[config.mk]
export PLATFORM = sky130hd
export DESIGN_NAME = instruction_fetch
export DESIGN_NICKNAME = d
export VERILOG_FILES = /design/src/rtl/mips_pkg.sv /design/src/rtl/ifid_reg.sv /design/src/rtl/instruction_fetch.sv
export SDC_FILE = /design/constraint.sdc
export NUM_CORES = 1
export LEC_CHECK = 0
export ABC_AREA = 1
export BUFFER_PORTS_ARGS = -buffer_cell sky130_fd_sc_hd__buf_2
export CAP_MARGIN = 20
export CORE_MARGIN = 3
export CORE_UTILIZATION = 35
export DETAILED_ROUTE_END_ITERATION = 12
export PLACE_DENSITY_LB_ADDON = 0.15
export SYNTH_ARGS = -nofsm -noshare
export SYNTH_HDL_FRONTEND = slang
export SYNTH_HIERARCHICAL = 1
export SYNTH_SLANG_ARGS = --single-unit
[constraint.sdc]
create_clock -name clk -period 2 [get_ports clk]
set_input_delay 0.2 -clock clk [delete_from_list [all_inputs] [get_ports clk]]
set_output_delay 0.2 -clock clk [all_outputs]
set_load 0.02 [all_outputs]
[src/rtl/mips_pkg.sv]
// Shared constants and types for the fetch/decode slice of the MIPS-style core.
package mips_pkg;

  localparam int ADDR_W = 10;
  localparam int DATA_W = 32;

  // Bubble: load opcode, rs=01111, rt=00000, offset 0.
  localparam logic [DATA_W-1:0] NOP_WORD = 32'h41E0_0000;

  localparam logic [5:0] OP_LOAD  = 6'b010000;
  localparam logic [5:0] OP_STORE = 6'b010001;
  localparam logic [5:0] OP_RTYPE = 6'b001111;

  typedef enum logic [1:0] {
    IDLE   = 2'd0,
    RUN    = 2'd1,
    HALTED = 2'd2
  } fetch_state_t;

  function automatic logic [31:0] sat_inc32(input logic [31:0] v);
    return (v == 32'hFFFF_FFFF) ? v : v + 32'd1;
  endfunction

endpackage

[src/rtl/ifid_reg.sv]
// IF/ID pipeline register: flush inserts a bubble (pc kept), load captures, else hold.
module ifid_reg
  import mips_pkg::*;
(
  input  logic              clk_i,
  input  logic              rst_i,
  input  logic              load_i,
  input  logic              flush_i,
  input  logic [DATA_W-1:0] instr_i,
  input  logic [ADDR_W-1:0] pc_i,
  output logic [DATA_W-1:0] instr_o,
  output logic [ADDR_W-1:0] pc_o,
  output logic              valid_o
);

  logic [DATA_W-1:0] instr_q;
  logic [ADDR_W-1:0] pc_q;
  logic              valid_q;

  always_ff @(posedge clk_i) begin
    if (rst_i) begin
      instr_q <= NOP_WORD;
      pc_q    <= '0;
      valid_q <= 1'b0;
    end else if (flush_i) begin
      instr_q <= NOP_WORD;
      valid_q <= 1'b0;
    end else if (load_i) begin
      instr_q <= instr_i;
      pc_q    <= pc_i;
      valid_q <= 1'b1;
    end
  end

  assign instr_o = instr_q;
  assign pc_o    = pc_q;
  assign valid_o = valid_q;

endmodule

[src/rtl/instruction_fetch.sv]
// Fetch stage: PC, start/halt FSM, branch redirect with flush, stall hold.
// Optional FETCH_PERF_EN adds saturating perf_fetched / perf_stalls counters.
module instruction_fetch
  import mips_pkg::*;
#(
  parameter logic [ADDR_W-1:0] LAST_ADDR = 10'd25
) (
  input  logic              clk,
  input  logic              rst,
  input  logic              start,
  input  logic              stall,
  input  logic              branch_taken,
  input  logic [ADDR_W-1:0] branch_target,
  output logic [ADDR_W-1:0] imem_addr,
  input  logic [DATA_W-1:0] imem_instr,
  output logic [DATA_W-1:0] ifid_instr,
  output logic [ADDR_W-1:0] ifid_pc,
  output logic              ifid_valid,
  output logic [1:0]        state_dbg,
  output logic              halted
`ifdef FETCH_PERF_EN
  ,
  output logic [31:0]       perf_fetched,
  output logic [31:0]       perf_stalls
`endif
);

  localparam logic [1:0] ST_IDLE   = IDLE;
  localparam logic [1:0] ST_RUN    = RUN;
  localparam logic [1:0] ST_HALTED = HALTED;

  logic [1:0]        state_q, state_d;
  logic [ADDR_W-1:0] pc_q, pc_d;
  logic              load, flush;

  // Per-cycle priority in RUN: redirect beats stall beats normal capture.
  // imem_instr belongs to pc_q and is captured on the same edge.
  always_comb begin
    state_d = state_q;
    pc_d    = pc_q;
    load    = 1'b0;
    flush   = 1'b0;
    case (state_q)
      ST_IDLE: begin
        flush = 1'b1;
        pc_d  = '0;
        if (start) state_d = ST_RUN;
      end
      ST_RUN: begin
        if (branch_taken) begin
          pc_d  = branch_target;
          flush = 1'b1;
        end else if (!stall) begin
          load = 1'b1;
          if (pc_q == LAST_ADDR) state_d = ST_HALTED;
          else                   pc_d    = pc_q + 1'b1;
        end
      end
      ST_HALTED: begin
        flush = 1'b1;
        if (branch_taken) begin
          pc_d    = branch_target;
          state_d = ST_RUN;
        end
      end
      default: begin
        flush   = 1'b1;
        pc_d    = '0;
        state_d = ST_IDLE;
      end
    endcase
  end

  always_ff @(posedge clk) begin
    if (rst) begin
      state_q <= ST_IDLE;
      pc_q    <= '0;
    end else begin
      state_q <= state_d;
      pc_q    <= pc_d;
    end
  end

  ifid_reg u_ifid (
    .clk_i   (clk),
    .rst_i   (rst),
    .load_i  (load),
    .flush_i (flush),
    .instr_i (imem_instr),
    .pc_i    (pc_q),
    .instr_o (ifid_instr),
    .pc_o    (ifid_pc),
    .valid_o (ifid_valid)
  );

  assign imem_addr = pc_q;
  assign state_dbg = state_q;
  assign halted    = (state_q == ST_HALTED);

`ifdef FETCH_PERF_EN
  logic [31:0] perf_fetched_q, perf_stalls_q;

  always_ff @(posedge clk) begin
    if (rst) begin
      perf_fetched_q <= '0;
      perf_stalls_q  <= '0;
    end else begin
      if (load) perf_fetched_q <= sat_inc32(perf_fetched_q);
      if (state_q == ST_RUN && stall && !branch_taken)
        perf_stalls_q <= sat_inc32(perf_stalls_q);
    end
  end

  assign perf_fetched = perf_fetched_q;
  assign perf_stalls  = perf_stalls_q;
`endif

endmodule

==> key figures <==
Drt
  • Number of DRC markers in iteration 0: 121
  • Number of iterations in the first detailed-routing pass: 5
  • WL/cell: 11.7 um
  • DRC Markers: 0
  • Post-route ant nets: 0
  • Via count: 2433
  • Post-Route WL: 6400 um
  • Vias/cell: 4.46

Timing
  • Final period utilization: 87.6%
  • Final worst path period need: 1.75 ns
  • Endpoints failing hold: 0
  • Final TNS setup: 0 ns
  • Worst Tran Pin Value: 0.403 ns
  • Max_slew headroom: 73.1%
  • Clk_skew: 0.0110 ns
  • RSZ-0062 raised after global routing: false
  • Max-slew violations: 0
  • Hold WS: 0.103 ns
  • Final setup fails: 0
  • Fmax: 571 MHz

Clock network
  • Clock insertion delay at the later pin of the skew report: 0.30 ns
  • Clock sink count: 55
  • Post-CTS setup buffers: 0
  • Max Root-Sink Buffers: 2
  • Reg clk slew, reported paths: 0.10 ns
  • CTS Buf Count: 5
  • # H-tree levels: 2
  • CTS root buf: clkbuf_8
  • CTS tree: done

Setup path
  • CP dominant cell by count: nand2_1
  • Reg-to-Reg Start: imem_addr[1]
  • CP Launch Type: flop
  • R2R Path End: imem_addr[1]
  • Cell family with most CP delay: simple AND/OR/NAND/NOR gates
  • Worst path required time: 2.24 ns
  • Critical path data arrival time: 1.99 ns
  • Worst Path Max Fanout: 11
  • Critical path launch point: imem_addr[1]
  • R2R depth: 11
  • Crit Path Class: reg2reg
  • Worst path buffer plus inverter count: 1
  • R2R Setup Slk: 0.25 ns
  • Crit path cell chain: inv_1, ha_1, nand2_1, nor2_1, nand3_1, nand2_1, nand2_1, nand2_2, nor2_4, nand2_1, a21oi_1
  • CP max-delay cell: dfxtp_1
  • Delay of the slowest cell on the worst path: 0.48 ns
  • Critical path endpoint category: flop

Floorplanning
  • Horiz. Die Dim: 90.9 um
  • Initial Util: 36.5%
  • Die ar.: 8260 um2
  • # IOs: 103
  • Die Y: 90.9 um
  • Row cnt: 30
  • Core footprint: 6910 um2

Status
  • Outcome: finished, final reports clean

Synthesis
  • Area leader, netlist: dfxtp_1
  • EDFF count, synth: 0
  • Seq cells post-synth: 55
  • Sequential share of the synthesized area: 43.7%
  • Avg Inst Size Synth: 7.25 um2
  • Ys flop type: dfxtp_1
  • Yosys top cell area share: 43.7%
  • Async SR Flop Fraction: 0%
  • Post-Syn Instances: 348
  • Syn nets: 402
  • Synth cell types: 25
  • Post-Synthesis Cell Area: 2520 um2
  • Yosys warning count: 6
  • Most area-consuming cells after synthesis: dfxtp_1 44%, nand2_1 18%, a21oi_2 6.6%, nor2_1 4.6%, a21oi_1 4.6%

Power and ir drop
  • Max IR drop VDD: 467 uV
  • Pwr/cell area: 752 nW/um2
  • Leakage: 1.43 nW

Global routing
  • Initial antenna violation count: 0
  • GRT overflow: 0
  • Gr usage total: 15.0%
  • Largest net degree at the start of global routing: 33
  • Vias in the first global route: 2182
  • First-pass GRT wire length: 10300 um

Min path
  • Hold_sp: imem_instr[23]
  • Worst hold path stage count: 3
  • HP Class: in2reg
  • WHS Endpoint: u_ifid/instr_o[23]

Layout
  • Ant diodes: 0
  • Final Util: 46.5%
  • Fraction of layout cells with a size suffix above 1: 32.0%
  • Final instance area: 3210 um2
  • NumNets Final: 504
  • Syn-to-layout area delta: 27.4%

Placed design
  • Area post-placement: 3130 um2
  • Final HPWL DP: 4770 um
  • Port Buffers: 102
  • RD Place Congestion: 0.847

Flow run
  • Max-cap violations: 0
==> metal layers <==
| layer | routed length (um) | vias to the layer above | track usage, % |
|---|---|---|---|
| met1 | 3030 | 1063 | 20.0 |
| met2 | 2940 | 71 | 24.4 |
| met5 | 0 | - | 0 |
| met3 | 382 | 4 | 4.17 |
| met4 | 51 | 0 | 3.02 |
| li1 | - | 1295 | - |
==> worst reg2reg max path, delay by kind of cell, from the launching register on <==
kind,cells,cell delay (ns)
buffers and inverters,1,0.08
adder cells (fa/ha/maj),1,0.18
AO/OA/AOI/OAI,1,0.14
flip-flops,1,0.48
AND/OR/NAND/NOR,8,0.82
==> Yosys cell counts (all sizes together) (2+ instances only) <==
library cell	count
ha	7
nor2	34
nand2	126
o21ai	12
inv	31
a21oi	42
nand3	21
nor3	2
dfxtp	55
buf	11
==> report_power, final <==
part / switching [W] / internal, W
Clock: 0.000352 / 0.000241
Sequential: 0.0000450 / 0.00113
Combinational: 0.000432 / 0.000214
Total: 0.000829 / 0.00159
==> layout by cell type (no fill, tap or decap), drive strengths merged <==
master and count:
a21oi 42, a31oi 1, buf 107, clkbuf 5, clkinv 3, dfxtp 55
ha 7, inv 31, nand2 126, nand3 21, nand4 1, nor2 34
nor3 2, o211a 1, o21ai 12, o21bai 1, xor2 1
==> per-stage QoR <==
stage | instances | worst slack (ns) | total power (W)
detailed placement | 539 | 0.198 | 0.00185
global route | 546 | 0.0240 | 0.00258
floorplan | 348 | 0.300 | 0.00165
finish | 546 | 0.248 | 0.00241
CTS | 546 | 0.187 | 0.00246
global placement | 539 | 0.313 | 0.00184
==> cell families (layout without fill, tap and decap cells) <==
family	Yosys count	in the layout	share of synthesized area, %
flops	55	55	43.7
compound gates	57	57	14.5
fa+ha+maj	7	7	3.47
xor+xnor	1	1	0.347
simple gates	184	184	29.8
buf+inv	44	146	8.23
==> how the worst max path moves through the flow <==
stage,slack [ns],depth (start not counted),endpoint
finish,0.25,11,imem_addr[1]
global route,0.02,11,imem_addr[0]
CTS,0.19,9,imem_addr[1]
detailed placement,0.20,9,imem_addr[1]
global placement,0.31,11,imem_addr[8]
floorplan,0.30,9,u_ifid/instr_o[10]
==> timing repair <==
| action | in CTS | in global routing |
|---|---|---|
| hold buffers | 0 | 0 |
| resized for setup | 0 | 1 |
| endpoints found under the setup margin | 0 | 1 |
==> registers in the layout, summed over array words and instances, names as in the netlist <==
name	cells
imem_addr	10
state_dbg	2
u_ifid/instr_o	32
u_ifid/pc_o	10
u_ifid/valid_o	1
==> final cells by class <==
type	count	area, um2
timing repair buffer	107	561
clock inverter	2	13.8
clock buffer	5	68.8
fill	772	3690
inverter	32	123
tap	96	120
sequential	55	1100
multi-input combinational	249	1230
Power figures use the tool's default switching activity.
